--- src/rtl/wb_arb_pkg.sv ---
// wb_arb_pkg: shared types and constants for the round-robin Wishbone arbiter
package wb_arb_pkg;
  localparam int MAX_MASTERS = 8;
  localparam logic [2:0] CTI_CLASSIC = 3'b000;
  localparam logic [2:0] CTI_INCR = 3'b010;
  localparam logic [2:0] CTI_EOB = 3'b111;
  typedef enum logic {ARB_IDLE, ARB_BUSY} arb_state_e;
endpackage

--- src/rtl/wb_arb_rr_picker.sv ---
// wb_arb_rr_picker: rotate-priority encoder, first requester after ptr wins
module wb_arb_rr_picker #(
  parameter int N = 2,
  parameter int PW = $clog2(N)
) (
  input  logic [N-1:0]  req,
  input  logic [PW-1:0] ptr,
  output logic [N-1:0]  win,
  output logic [PW-1:0] win_idx,
  output logic          valid
);
  logic [PW-1:0] j;
  // Scan from farthest to nearest so the nearest requester after ptr overwrites the rest
  always_comb begin
    win = '0;
    win_idx = '0;
    j = '0;
    for (int i = N; i >= 1; i--) begin
      j = PW'((int'(ptr) + i) % N);
      if (req[j]) begin
        win = '0;
        win[j] = 1'b1;
        win_idx = j;
      end
    end
  end
  assign valid = |req;
endmodule

--- src/rtl/wb_arbiter_rr.sv ---
// wb_arbiter_rr: round-robin Wishbone B4 arbiter, grant held for the whole cyc_i
// Optional stall timeout enabled by defining WB_ARB_TIMEOUT_EN.
module wb_arbiter_rr
  import wb_arb_pkg::*;
#(
  parameter int NUM_MASTERS = 2,
  parameter int TIMEOUT_CYCLES = 256
) (
  input  logic                     wb_clk_i,
  input  logic                     wb_rst_i,
  input  logic [NUM_MASTERS*32-1:0] wbm_adr_i,
  input  logic [NUM_MASTERS*32-1:0] wbm_dat_i,
  input  logic [NUM_MASTERS*4-1:0]  wbm_sel_i,
  input  logic [NUM_MASTERS-1:0]    wbm_we_i,
  input  logic [NUM_MASTERS-1:0]    wbm_cyc_i,
  input  logic [NUM_MASTERS-1:0]    wbm_stb_i,
  input  logic [NUM_MASTERS*3-1:0]  wbm_cti_i,
  input  logic [NUM_MASTERS*2-1:0]  wbm_bte_i,
  output logic [31:0]               wbm_dat_o,
  output logic [NUM_MASTERS-1:0]    wbm_ack_o,
  output logic [NUM_MASTERS-1:0]    wbm_err_o,
  output logic [NUM_MASTERS-1:0]    wbm_rty_o,
  output logic [31:0]               wbs_adr_o,
  output logic [31:0]               wbs_dat_o,
  output logic [3:0]                wbs_sel_o,
  output logic                      wbs_we_o,
  output logic                      wbs_cyc_o,
  output logic                      wbs_stb_o,
  output logic [2:0]                wbs_cti_o,
  output logic [1:0]                wbs_bte_o,
  input  logic [31:0]               wbs_dat_i,
  input  logic                      wbs_ack_i,
  input  logic                      wbs_err_i,
  input  logic                      wbs_rty_i,
  output logic [NUM_MASTERS-1:0]    grant_o
);
  localparam int N = NUM_MASTERS;
  localparam int PW = $clog2(N);
  arb_state_e state, state_n;
  logic [N-1:0] grant_n, win;
  logic [PW-1:0] ptr, ptr_n, win_idx;
  logic valid, g_cyc, g_stb, resp, timeout;
  wb_arb_rr_picker #(.N(N), .PW(PW)) u_picker (
    .req(wbm_cyc_i),
    .ptr(ptr),
    .win(win),
    .win_idx(win_idx),
    .valid(valid)
  );
  // Grant is one-hot or zero, so the slave-side mux collapses to 0 when idle
  always_comb begin
    wbs_adr_o = '0;
    wbs_dat_o = '0;
    wbs_sel_o = '0;
    wbs_we_o = 1'b0;
    wbs_cti_o = '0;
    wbs_bte_o = '0;
    g_cyc = 1'b0;
    g_stb = 1'b0;
    for (int k = 0; k < N; k++) begin
      if (grant_o[k]) begin
        wbs_adr_o = wbm_adr_i[k*32 +: 32];
        wbs_dat_o = wbm_dat_i[k*32 +: 32];
        wbs_sel_o = wbm_sel_i[k*4 +: 4];
        wbs_we_o = wbm_we_i[k];
        wbs_cti_o = wbm_cti_i[k*3 +: 3];
        wbs_bte_o = wbm_bte_i[k*2 +: 2];
        g_cyc = wbm_cyc_i[k];
        g_stb = wbm_stb_i[k];
      end
    end
  end
  assign resp = wbs_ack_i | wbs_err_i | wbs_rty_i;
  assign wbs_cyc_o = g_cyc & ~timeout;
  assign wbs_stb_o = g_stb & ~timeout;
  assign wbm_dat_o = wbs_dat_i;
  assign wbm_ack_o = grant_o & {N{wbs_ack_i}};
  assign wbm_err_o = grant_o & {N{wbs_err_i | timeout}};
  assign wbm_rty_o = grant_o & {N{wbs_rty_i}};
`ifdef WB_ARB_TIMEOUT_EN
  localparam int TW = $clog2(TIMEOUT_CYCLES);
  logic [TW-1:0] cnt;
  assign timeout = (state == ARB_BUSY) && g_stb && !resp && (cnt == TW'(TIMEOUT_CYCLES - 1));
  always_ff @(posedge wb_clk_i or posedge wb_rst_i) begin
    if (wb_rst_i) cnt <= '0;
    else if (state == ARB_IDLE || timeout || resp || !g_cyc) cnt <= '0;
    else if (g_stb) cnt <= cnt + 1'b1;
  end
`else
  assign timeout = 1'b0 & (TIMEOUT_CYCLES != 0);
`endif
  always_ff @(posedge wb_clk_i or posedge wb_rst_i) begin
    if (wb_rst_i) begin
      state <= ARB_IDLE;
      grant_o <= '0;
      ptr <= PW'(N - 1);
    end else begin
      state <= state_n;
      grant_o <= grant_n;
      ptr <= ptr_n;
    end
  end
  // Leaving BUSY always passes through IDLE, giving the one dead cycle between grants
  always_comb begin
    state_n = state;
    grant_n = grant_o;
    ptr_n = ptr;
    if (state == ARB_IDLE) begin
      if (valid) begin
        state_n = ARB_BUSY;
        grant_n = win;
        ptr_n = win_idx;
      end
    end else if (!g_cyc || timeout) begin
      state_n = ARB_IDLE;
      grant_n = '0;
    end
  end
endmodule

--- config.mk ---
export PLATFORM = sky130hd
export DESIGN_NAME = wb_arbiter_rr
export DESIGN_NICKNAME = d
export VERILOG_FILES = /design/src/rtl/wb_arb_pkg.sv /design/src/rtl/wb_arb_rr_picker.sv /design/src/rtl/wb_arbiter_rr.sv
export SDC_FILE = /design/constraint.sdc
export NUM_CORES = 1
export LEC_CHECK = 0
export ABC_AREA = 1
export ABC_CLOCK_PERIOD_IN_PS = 2700
export BUFFER_PORTS_ARGS = -buffer_cell sky130_fd_sc_hd__buf_4
export CORE_AREA = 2 2 120 122
export DETAILED_ROUTE_END_ITERATION = 10
export DIE_AREA = 0 0 122 124
export GPL_TIMING_DRIVEN = 0
export HOLD_SLACK_MARGIN = 0.03
export PLACE_DENSITY_LB_ADDON = 0.3
export SLEW_MARGIN = 30
export SYNTH_ARGS = -nofsm -noshare
export SYNTH_HDL_FRONTEND = slang
export SYNTH_SLANG_ARGS = --single-unit
--- constraint.sdc ---
create_clock -name wb_clk_i -period 2.7 [get_ports wb_clk_i]
set_input_delay 0.405 -clock wb_clk_i [delete_from_list [all_inputs] [get_ports wb_clk_i]]
set_output_delay 0.405 -clock wb_clk_i [all_outputs]
set_load 0.005 [all_outputs]
Yosys cells after proc, flatten, opt, wreduce, memory -nomap -nowiden:

Index checks and enable logic that the tools add are counted.

* magnitude comparators: 4
* equality and inequality tests: 1
* add/subtract/negate cells: 2
* bitwise logic cells: 4
* multiplexer cells: 34
* reduce and logical (&&, ||, !) cells: 6

Operator list (count)
* $mux W32: 4
* $mux W1: 17
* $mux W2: 7
* $mux W4: 2
* $and A2 B2 Y2: 3
* $mux W3: 2
* $lt A1 B2 Y1 const B: 2
* $reduce_and A2 Y1: 2
* $add A1 B1 Y1 const B: 2
* $demux W1 S1: 2
* $ge A1 B1 Y1 const B: 2
* $logic_and A1 B1 Y1: 2
* $ne A2 B2 Y1 const B: 1
* $reduce_bool A2 Y1: 1
* $reduce_or A2 Y1: 1
* $not A1 Y1: 1

* bits in registers: 4
* output and inout port bits: 116
* logic and storage cells: 54

Longest topological paths before layout:

Gate-level depths: netlist of the first run.

* depth after elaboration: 9
* depth in mapped cells: 6
* mapped depth without buffers: 5

Cells and area by module:

A second synthesis of the first run with hierarchy kept.

* cells, all modules: 325
* area, all modules: 1681.6 um2

Modules (own cells, without submodules)
* wb_arbiter_rr: instances 1, sequential area each 101.3 um2, area an instance 1647.8 um2, cells each 318
* wb_arb_rr_picker: instances 1, sequential area each 0.0 um2, area an instance 33.8 um2, cells each 7

Worst setup path before layout of the first run:

OpenSTA, ideal clock, no wires.

* path kind: register to output
* from: register grant_o[1]
* to: output wbs_adr_o[25]
* stages on the path, launching flop included: 7
* arrival time: 966 ps
* required time: 2295 ps
* buffers on the path: 3
* path slack: 1329 ps
* cell sequence: dfrtp_1 buf_6 inv_4 buf_8 buf_8 nand3_2 nand2_1

* longest elaborated chain between the ends: 1

RTL lines
* from (decl): RTL line wb_arbiter_rr.sv:35 `output logic [NUM_MASTERS-1:0] grant_o`
* from (signal assigned): RTL line wb_arbiter_rr.sv:99 `grant_o <= grant_n;`
* $mux W32: RTL line wb_arbiter_rr.sv:61 `if (grant_o[k]) begin`
* to (decl): RTL line wb_arbiter_rr.sv:23 `output logic [31:0] wbs_adr_o,`

Every way passes these cells.

Worst setup path in the final report of the first run:

* from: register grant_o[1]
* to: output wbs_adr_o[29]

The elaborated chain is that of the path after synthesis.

==> key figures, run 1 <==
Run status
  • Status: complete, no violations

Floorplan
  • Core Region: ~14000 sq um
  • Chip height: ~120 um
  • Die area: between 15000 and 20000 sq um
  • Die width: between 100 and 150 um
  • I/O pin total: 305
  • FP Rows: between 40 and 50
  • Initial Util: 0.1293

STA
  • Slew headroom: 0.6990
  • Crit share post-route: 0.7022
  • Max Freq: between 500 and 600 MHz
  • Tmin final: about 1900 ps
  • Fin. max-slew vios: 0
  • Setup Skew: roughly 4.8 ps
  • Final hold vios: 0
  • # setup viols final: 0
  • Tightest Pin Transition: 451.5 ps
  • RSZ-0062 raised after global routing: false
  • Setup TNS: 0 ps

GRT
  • First-pass GRT wire length: roughly 13000 um
  • Initial antenna violation count: 0
  • Via count of the first global-routing pass: approximately 2600
  • Largest net degree at the start of global routing: 11
  • Gr ovfl total: 0
  • Total global-route track usage: 0.1042

Finish
  • Leading cell type in the layout, fill and taps excluded: buf_4
  • Finished Cell Area: between 4000 and 5000 sq um
  • Most frequent cells in the layout: buf_4, nand2_1, nand3_1
  • Seq. cell area: ~100 sq um
  • Fill count: about 1600
  • Ant diodes: 0
  • Multi-input gate area: around 1200 sq um
  • Post-layout util: 0.3003
  • Share of layout cells above drive strength 1: 0.6047
  • # nets final: approximately 790
  • Area growth syn-to-layout: 132.2%

Placed design
  • Dpl hpwl: just under 8000 um
  • Placed cell area: between 4000 and 5000 sq um
  • PortBufs: roughly 270
  • Routability cong.: just over 0.7

Clock network
  • CTS tree: built
  • Inserted Clock Buffers: 3
  • Post-CTS Resized: 0
  • Setup Fix Bufs, Post-CTS: 0
  • Worst-path clk slew: 30 ps
  • Clock root cell: clkbuf_16
  • Hold_buf cts: 0
  • H-tree depth: 1
  • Worst-Skew Late Latency: 230 ps
  • Clock Path Buffers: 2
  • CTS sink count: 4

Worst hold path
  • Hold Crit Class: primary input to async pin

Detailed routing
  • # DRC: 0
  • Routed Antenna Nets: 0
  • Drt via density: 3.788
  • WL per Instance: 11.89 um
  • Pre-Repair DR Iteration Count: 4
  • Vias: 2943
  • Initial DRC count: between 90 and 100
  • DRT Wirelength: roughly 9200 um

Flow run
  • Max-cap viol count: 0

Synthesis
  • Synth area leader: nand2_1
  • Synthesized flop and latch total: 4
  • Gate Count Post-Synth: between 300 and 400
  • Syn Area/Cell: around 5.5 sq um
  • Distinct cells, synth: 16
  • Area contributors post-synth: nand2_1, nand3_2, buf_4, nand3_1, dfrtp_1
  • Post-synth top area share: 0.3491
  • Sequential element share of the synthesized area: 0.05712
  • Post-Syn Nets: just over 500
  • Synth warnings: 0
  • Cell Area, Synth: roughly 1800 sq um

Worst setup path
  • Crit. End Element: output pin
  • Worst Path Arrival: 1490 ps
  • FF-to-FF setup slack: between 1500 and 2000 ps
  • Worst Path Max Fanout: 10
  • Critical register-to-register path startpoint: grant_o[1]
  • Critical path class: register to output pin
  • Req. time, crit path: 2300 ps
  • Crit path launch type: register
  • FF-to-FF path depth: 6
  • Critical R2R Capture: grant_o[0]

Pwr
  • Leakage power: about 2.5 nW
  • Power per cell area: roughly 670 nW/um^2
  • VDD IR-drop max: around 0.43 mV
layout make-up:
class                      count  share of cell area
timing repair buffer         272              0.4956
buffer                        58              0.1075
multi-input combinational    248              0.2879
inverter                      11             0.01063
clock buffer                   4             0.01913
sequential                     4             0.02460
tap                          180             0.05466
where the power goes:
group          total, mW  leakage (nW)  internal, mW  switching, mW
Combinational       2.42          2.39          1.23           1.19
Sequential         0.115        0.0478        0.0947         0.0204
Clock              0.239        0.0382         0.195         0.0437
how the worst max path moves through the flow:
stage,start,endpoint
3_5_place_dp,grant_o[1],wbs_adr_o[29]
3_3_place_gp,grant_o[1],wbs_adr_o[29]
4_1_cts,grant_o[1],wbs_adr_o[29]
6_report,grant_o[1],wbs_adr_o[29]
2_1_floorplan,grant_o[1],wbs_adr_o[25]
5_1_grt,grant_o[1],wbs_dat_o[14]
critical path: stages, from the launching register on:
cell      delay (ps)
dfrtp_1          350
buf_6            170
clkbuf_1         380
nand2_1          160
nand2_1          100
buf_4            100
layer usage:
metal,vias up,GRT usage,part of all wire,wire (um)
met2,176,0.2004,0.52,4823
met3,4,0.02656,0.10,961
li1,1533,-,-,-
met5,-,0,0,0
met1,1230,0.1198,0.37,3414
met4,0,0.008621,0.0041,38
synthesized netlist by cell type:
cell type and count:
buf_2 9, buf_4 37, buf_6 4, buf_8 4
clkbuf_1 4, dfrtp_1 3, dfstp_2 1, inv_1 10
inv_4 1, nand2_1 165, nand3_1 49, nand3_2 30
nor2_1 1, o21ai_0 1, o21ai_1 1, o21bai_1 1
registers in the layout, summed over array words and instances (netlist names):
name     cells
state        1
ptr          1
grant_o      2
per-stage QoR:
stage	hold slack (ps)	worst slack, ps	cells	power (mW)
2_1_floorplan	170.4	1329	321	1.320
3_3_place_gp	305.5	960.8	773	2.606
3_5_place_dp	307.3	982.9	773	2.597
4_1_cts	65.37	731.2	777	2.853
5_1_grt	77.47	670.6	777	3.057
6_report	63.31	804.2	777	2.770
logic make-up (layout without fill, tap and decap cells):
logic type,count (synthesis),in the layout,share of synthesized area
flip-flops,4,4,0.05712
AND/OR/NAND/NOR,245,245,0.6587
buffers and inverters,69,345,0.2743
AO/OA/AOI/OAI,3,3,0.009869
Note: power is estimated with default switching activity, not from simulation.
==> run 2, diff against run 1 <==
--- a/config.mk
+++ b/config.mk
@@ -5,12 +5,12 @@
 export SDC_FILE = /design/constraint.sdc
 export NUM_CORES = 1
 export LEC_CHECK = 0
-export ABC_AREA = 1
-export ABC_CLOCK_PERIOD_IN_PS = 2700
+export ABC_AREA = 0
+export ABC_CLOCK_PERIOD_IN_PS = 1700
 export BUFFER_PORTS_ARGS = -buffer_cell sky130_fd_sc_hd__buf_4
-export CORE_AREA = 2 2 120 122
+export CORE_AREA = 2 2 117 119
 export DETAILED_ROUTE_END_ITERATION = 10
-export DIE_AREA = 0 0 122 124
+export DIE_AREA = 0 0 119 121
 export GPL_TIMING_DRIVEN = 0
 export HOLD_SLACK_MARGIN = 0.03
 export PLACE_DENSITY_LB_ADDON = 0.3
==> constraint.sdc (replaced) <==
create_clock -name wb_clk_i -period 1.7 [get_ports wb_clk_i]
set_input_delay 0.255 -clock wb_clk_i [delete_from_list [all_inputs] [get_ports wb_clk_i]]
set_output_delay 0.255 -clock wb_clk_i [all_outputs]
set_load 0.005 [all_outputs]
==> run 2 against run 1 <==
  * The flow now finishes with violations (setup timing)
  * Non-clock buffer count unchanged
  * Die area decreased by 4.8%
  * Via count decreased by 19%
  * Critical endpoint is now wbs_adr_o[19]
==> key figures, run 2 <==
Synthesis
  • Top_reg_cell synth: dfrtp_1
  • Gate Count Post-Synth: 155 (-52%)
  • Post-synth top area share: 0.5252 (+0.1761)
  • Top post-synthesis cells by count: a22o_1, buf_4, buf_2, and2_1
  • Syn Area/Cell: 8.177 sq um (+48%)
  • Cell Area, Synth: 1267 sq um (-29%)
  • Number of synthesized flops with an enable pin: 0 (unchanged)
  • Sequential element share of the synthesized area: 0.07996 (+0.02284)
  • Most frequent cell after synthesis: a22o_1
  • Distinct cells, synth: 19 (+3)
  • Synth async-reset ratio: 1.000 (unchanged)
  • Synthesized flop and latch total: 4 (unchanged)
  • Area contributors post-synth: a22o_1, buf_4, dfrtp_1, buf_6, buf_2
  • Synth area leader: a22o_1
  • Post-Syn Nets: 344 (-33%)
  • Synth warnings: 0 (unchanged)

Floorplan
  • FP Rows: 42 (-2.3%)
  • Die area: 14400 sq um (-4.8%)
  • Initial Util: 0.09686 (-0.03246)
  • Core Region: 13090 sq um (-4.6%)
  • Chip height: 121 um (-2.4%)
  • Die width: 119 um (-2.5%)
  • I/O pin total: 305 (unchanged)

STA
  • Tmin final: about 1700 ps
  • Final worst slack: -29.63 ps (-833.8 ps)
  • Setup Skew: 3.110 ps (-1.677 ps)
  • Slew headroom: 0.8572 (+0.1582)
  • Max Freq: 578.2 MHz
  • Tightest Pin Transition: 214.2 ps (-237.3 ps)
  • Setup TNS: -99.91 ps (-99.91 ps)
  • # setup viols final: 9 (+9)
  • Crit share post-route: 1.017
  • Final hold slack: 298.1 ps (+234.8 ps)
  • RSZ-0062 raised after global routing: true
  • Fin. max-slew vios: 0 (unchanged)
  • Final hold vios: 0 (unchanged)

Worst setup path
  • Max stage delay on crit path: 390 ps (about the same)
  • CP delay by family, top: flip-flops
  • FF-to-FF setup slack: 530 ps (-1170 ps)
  • Critical Path Slowest Stage Cell: dfrtp_1
  • Req. time, crit path: 1440 ps (-860 ps)
  • Worst Path Arrival: 1470 ps (-20 ps)
  • Worst Path Max Fanout: 6 (-4)
  • Crit path cell chain: and2b_4, buf_12, buf_8, a22o_1, buf_4
  • Crit. End Element: output pin
  • Buf/Inv on CP: 3 (unchanged)
  • Crit path launch type: register
  • Critical path class: register to output pin

Clock network
  • Worst-path clk slew: 30 ps (about the same)
  • CTS sink count: 4 (unchanged)
  • H-tree depth: 1 (unchanged)
  • Inserted Clock Buffers: 3 (unchanged)
  • Worst-Skew Late Latency: 230 ps (about the same)
  • CTS tree: built
  • Clock root cell: clkbuf_16
  • Clock Path Buffers: 2 (unchanged)

GRT
  • Largest net degree at the start of global routing: 11 (unchanged)
  • Gr ovfl total: 0 (unchanged)
  • Total global-route track usage: 0.1043 (about the same)
  • Initial antenna violation count: 0 (unchanged)
  • Via count of the first global-routing pass: 2412 (-6.1%)
  • First-pass GRT wire length: 12080 um (-4.1%)

Pwr
  • VDD IR-drop max: 0.4295 mV (+0.77%)
  • Leakage power: 2.075 nW (-16%)
  • Tot Pwr: 4.411 mW (+59%)
  • Power per cell area: 1174 nW/um^2 (+75%)

Finish
  • Share of layout cells above drive strength 1: 0.7636 (+0.1589)
  • Leading cell type in the layout, fill and taps excluded: buf_4
  • Top flop regs: grant_o x2, ptr x1, state x1
  • Final Non-Filler Cells: 616 (-21%)
  • Finished Cell Area: 3756 sq um (-8.8%)
  • Max reg flops: 2 (unchanged)
  • Most frequent cells in the layout: buf_4, a22o_1, buf_2
  • Ant diodes: 0 (unchanged)
  • Post-layout util: 0.2871 (-0.01327)
  • Largest Register: grant_o
  • # nets final: 630 (-20%)
  • Area growth syn-to-layout: 196.3%

Placed design
  • Place WS: -40.19 ps (-1023 ps)
  • PortBufs: 272 (unchanged)
  • Placed cells: 603 (-22%)
  • Routability cong.: 0.7888 (+11%)
  • Placed cell area: 3530 sq um (-13%)
  • Dpl hpwl: 7404 um (-5.6%)

Flow run
  • Max-cap viol count: 0 (unchanged)

Detailed routing
  • DRT Wirelength: 8552 um (-7.4%)
  • # DRC: 0 (unchanged)
  • Routed Antenna Nets: 0 (unchanged)
  • WL per Instance: 13.88 um (+17%)
  • Drt via density: 3.869 (+2.1%)
  • Initial DRC count: 33 (-64%)
  • Vias: 2383 (-19%)
  • Pre-Repair DR Iteration Count: 4 (unchanged)

Run status
  • Failing checks: setup timing
  • Status: complete, but fails checks

Worst hold path
  • Hold Crit Class: primary input to register
[run 2: path summary, 6_finish.rpt]
kind / from / to / cells after the start
setup / recovery: grant_o[1] / wbs_adr_o[19] / 5
hold / removal: wbm_cyc_i[0] / state / 3
setup reg to reg: grant_o[1] / state / 5
hold reg to reg: state / grant_o[0] / 1
max in group asynchronous: wb_rst_i / ptr / 3
min in group asynchronous: wb_rst_i / grant_o[1] / 3
[run 2: area by class of cell]
cell class | count | area, sq um
Fill cell | 1416 | 9329
Timing Repair Buffer | 281 | 2152
Multi-Input combinational cell | 100 | 805.8
Buffer | 49 | 389.1
Tap cell | 176 | 220.2
Sequential cell | 4 | 102.6
Clock buffer | 4 | 78.83
Inverter | 2 | 7.507
[run 2: kinds of logic after synthesis]
| logic type | synth area share |
|---|---|
| AOI/OAI and AO/OA | 0.5558 |
| buffers and inverters | 0.2843 |
| DFF | 0.07996 |
| muxes | 0.008884 |
| and+or+nand+nor | 0.07108 |
[run 2: worst register-to-register path, delay by kind of cell, from the launching register on]
family / cells / cell delay, ps
compound gates: 1 / 110
flops: 1 / 370
buf+inv: 2 / 280
simple gates: 2 / 290
[run 2: power breakdown]
group / internal, mW / switching (mW) / total [mW] / leakage, nW
combinational: 2.34 / 1.49 / 3.83 / 1.99
clock: 0.311 / 0.0763 / 0.387 / 0.0382
sequential: 0.150 / 0.0404 / 0.191 / 0.0463
total: 2.81 / 1.60 / 4.41 / 2.08
[run 2: metal layers]
metal / track usage / wire [um] / part of all wire
met1: 0.1093 / 2950 / 0.34
met2: 0.2130 / 4813 / 0.56
met5: 0 / 0 / 0
met4: 0.01488 / 30 / 0.0035
met3: 0.02350 / 758 / 0.089
[run 2: what timing repair did]
action                                 4_1_cts  5_1_grt
gates cloned                                 2        0
pin swaps                                    4        6
hold buffers                                 1        0
setup buffers                                3        3
gates resized for setup                      9        7
setup endpoints to repair                   77       76
endpoints found under the hold margin        3        0
==> run 3, diff against run 2 <==
--- a/config.mk
+++ b/config.mk
@@ -9,11 +9,13 @@
 export ABC_CLOCK_PERIOD_IN_PS = 1700
 export BUFFER_PORTS_ARGS = -buffer_cell sky130_fd_sc_hd__buf_4
 export CORE_AREA = 2 2 117 119
+export CTS_CLUSTER_SIZE = 30
 export DETAILED_ROUTE_END_ITERATION = 10
 export DIE_AREA = 0 0 119 121
 export GPL_TIMING_DRIVEN = 0
 export HOLD_SLACK_MARGIN = 0.03
 export PLACE_DENSITY_LB_ADDON = 0.3
+export RECOVER_POWER = 100
 export SLEW_MARGIN = 30
 export SYNTH_ARGS = -nofsm -noshare
 export SYNTH_HDL_FRONTEND = slang
==> run 3 against run 2 <==
  * The flow still finishes with violations (setup timing)
  * Combinational power hardly changed
  * Critical path depth is the same
  * Clock skew hardly changed
==> key figures, run 3 (synthesis gave the netlist of run 2 again) <==
STA
  • Setup TNS: -103.1 ps (-3.145 ps)
  • Setup Skew: 3.133 ps (+0.02302 ps)
  • Fin. max-slew vios: 0 (unchanged)
  • Tmin final: 1728 ps (-1.737 ps)
  • # setup viols final: 10 (+1)
  • Max Freq: 578.7 MHz (+0.10%)
  • Final worst slack: -27.89 ps (+1.737 ps)
  • Slew headroom: 0.8572 (unchanged)
  • Final hold vios: 0 (unchanged)
  • Tightest Pin Transition: 214.2 ps (+0.0002384 ps)
  • RSZ-0062 raised after global routing: true
  • Crit share post-route: 1.016 (-0.001022)

Worst setup path
  • Critical Path Slowest Stage Cell: dfrtp_1
  • Worst Path Max Fanout: 6 (unchanged)
  • Critical register-to-register path startpoint: grant_o[1]
  • Critical path class: register to output pin
  • Worst Path Arrival: 1470 ps (about the same)
  • FF-to-FF setup slack: 530 ps (about the same)
  • Crit path launch type: register
  • Crit path cell chain: and2b_4, buf_12, buf_8, a22o_1, buf_4
  • Critical R2R Capture: state
  • FF-to-FF path depth: 5 (unchanged)
  • Max stage delay on crit path: 390 ps (about the same)
  • Req. time, crit path: 1440 ps (about the same)
  • Crit. End Element: output pin

Finish
  • Area growth syn-to-layout: 195.8%
  • Finished Cell Area: 3749 sq um (-0.20%)
  • Top flop regs: grant_o x2, ptr x1, state x1
  • Most frequent cells in the layout: buf_4, a22o_1, clkbuf_4
  • Ant diodes: 0 (unchanged)
  • # nets final: 630 (unchanged)
  • Largest Register: grant_o
  • Share of layout cells above drive strength 1: 0.7568 (-0.006818)
  • Leading cell type in the layout, fill and taps excluded: buf_4
  • Final Non-Filler Cells: 616 (unchanged)
  • Max reg flops: 2 (unchanged)

Run status
  • Status: complete, but fails checks
  • Failing checks: setup timing

Placed design
  • Dpl hpwl: 7404 um (unchanged)
  • Placed cells: 603 (unchanged)
  • Placed cell area: 3530 sq um (unchanged)
  • PortBufs: 272 (unchanged)
  • Routability cong.: 0.7888 (unchanged)

Floorplan
  • Die area: 14400 sq um (unchanged)
  • I/O pin total: 305 (unchanged)
  • Chip height: 121 um (unchanged)
  • Core Region: 13090 sq um (unchanged)
  • FP Rows: 42 (unchanged)
  • Initial Util: 0.09686 (unchanged)
  • Die width: 119 um (unchanged)

Worst hold path
  • HP Start: wbm_cyc_i[0]
  • Hold Crit Class: primary input to register
  • Hold Crit Depth: 3 (unchanged)
  • Hold EP: state

Detailed routing
  • Routed Antenna Nets: 0 (unchanged)
  • Initial DRC count: 41 (+24%)
  • Pre-Repair DR Iteration Count: 4 (unchanged)
  • # DRC: 0 (unchanged)
  • DRT Wirelength: 8542 um (-0.12%)
  • WL per Instance: 13.87 um (-0.12%)
  • Drt via density: 3.875 (+0.17%)
  • Vias: 2387 (+0.17%)

GRT
  • Gr ovfl total: 0 (unchanged)
  • First-pass GRT wire length: 12080 um (unchanged)
  • Initial antenna violation count: 0 (unchanged)
  • Via count of the first global-routing pass: 2412 (unchanged)
  • Total global-route track usage: 0.1043 (unchanged)
  • Largest net degree at the start of global routing: 11 (unchanged)

Pwr
  • Leakage power: 2.061 nW (-0.69%)
  • VDD IR-drop max: 0.4295 mV (about the same)
  • Tot Pwr: 4.400 mW (-0.24%)
  • Power per cell area: 1174 nW/um^2 (about the same)

Clock network
  • Clock Path Buffers: 2 (unchanged)
  • CTS tree: built
  • Worst-Skew Late Latency: 230 ps (about the same)
  • Worst-path clk slew: 30 ps (about the same)
  • Inserted Clock Buffers: 3 (unchanged)
  • H-tree depth: 1 (unchanged)
  • Clock root cell: clkbuf_16
  • CTS sink count: 4 (unchanged)

Flow run
  • Max-cap viol count: 0 (unchanged)
==> run 3: changes by cell type in the layout (fill, tap and decap cells not counted), sizes merged <==
cell,delta
buf,-33
clkbuf,+33
==> run 3: worst max-delay path by stage <==
stage,cells after the start,start,end,slack [ps]
final,5,grant_o[1],wbs_adr_o[19],-30
after global routing,5,grant_o[1],wbs_adr_o[30],-80
after CTS,5,grant_o[1],wbs_adr_o[20],-70
after global placement,4,grant_o[1],wbs_adr_o[20],-30
after detailed placement,4,grant_o[1],wbs_adr_o[20],-40
after floorplan,4,grant_o[0],wbs_adr_o[12],400
==> run 3: area by class of cell <==
class / instances / area, sq um
inverters: 2 / 7.507
clock buffers: 4 / 78.83
repair buffers: 281 / 2145
flip-flops and latches: 4 / 102.6
fillers: 1418 / 9336
plain buffers: 49 / 389.1
multi-input cells: 100 / 805.8
well taps: 176 / 220.2
==> run 3: metrics by stage <==
step           setup WS (ps)    util  hold slack [ps]
6_report              -27.89  0.2865            298.2
4_1_cts               -71.52  0.2844            296.6
5_1_grt               -84.30  0.2865            319.8
3_3_place_gp          -29.60  0.2697            153.8
2_1_floorplan          402.1       -            20.36
3_5_place_dp          -40.19  0.2697            160.6
==> run 3: critical path: cells and delay by family, from the launching register on <==
family,cells,cell delay [ps]
and+or+nand+nor,1,300
buffers and inverters,3,380
DFF,1,390
AOI/OAI and AO/OA,1,160
==> run 3: what timing repair did <==
| item | in CTS | in global routing |
|---|---|---|
| endpoints found under the hold margin | 3 | 0 |
| hold buffers | 1 | 0 |
| buffers inserted | 3 | 3 |
| setup endpoints to repair | 77 | 76 |
| pin swaps | 4 | 6 |
| gates resized for setup | 9 | 7 |
| cloned | 2 | 0 |
==> run 3: power by group <==
group          internal (mW)  leakage [nW]  switching (mW)
clock                  0.311        0.0382          0.0763
combinational           2.34          1.98            1.49
sequential             0.147        0.0456          0.0404
total                   2.80          2.06            1.60
==> run 3: metal layers <==
layer,part of all wire,global-route usage,vias to the layer above
li1,-,-,1150
met1,0.35,0.1093,1075
met2,0.56,0.2130,158
met3,0.086,0.02350,4
met4,0.0035,0.01488,0
met5,0,0,-
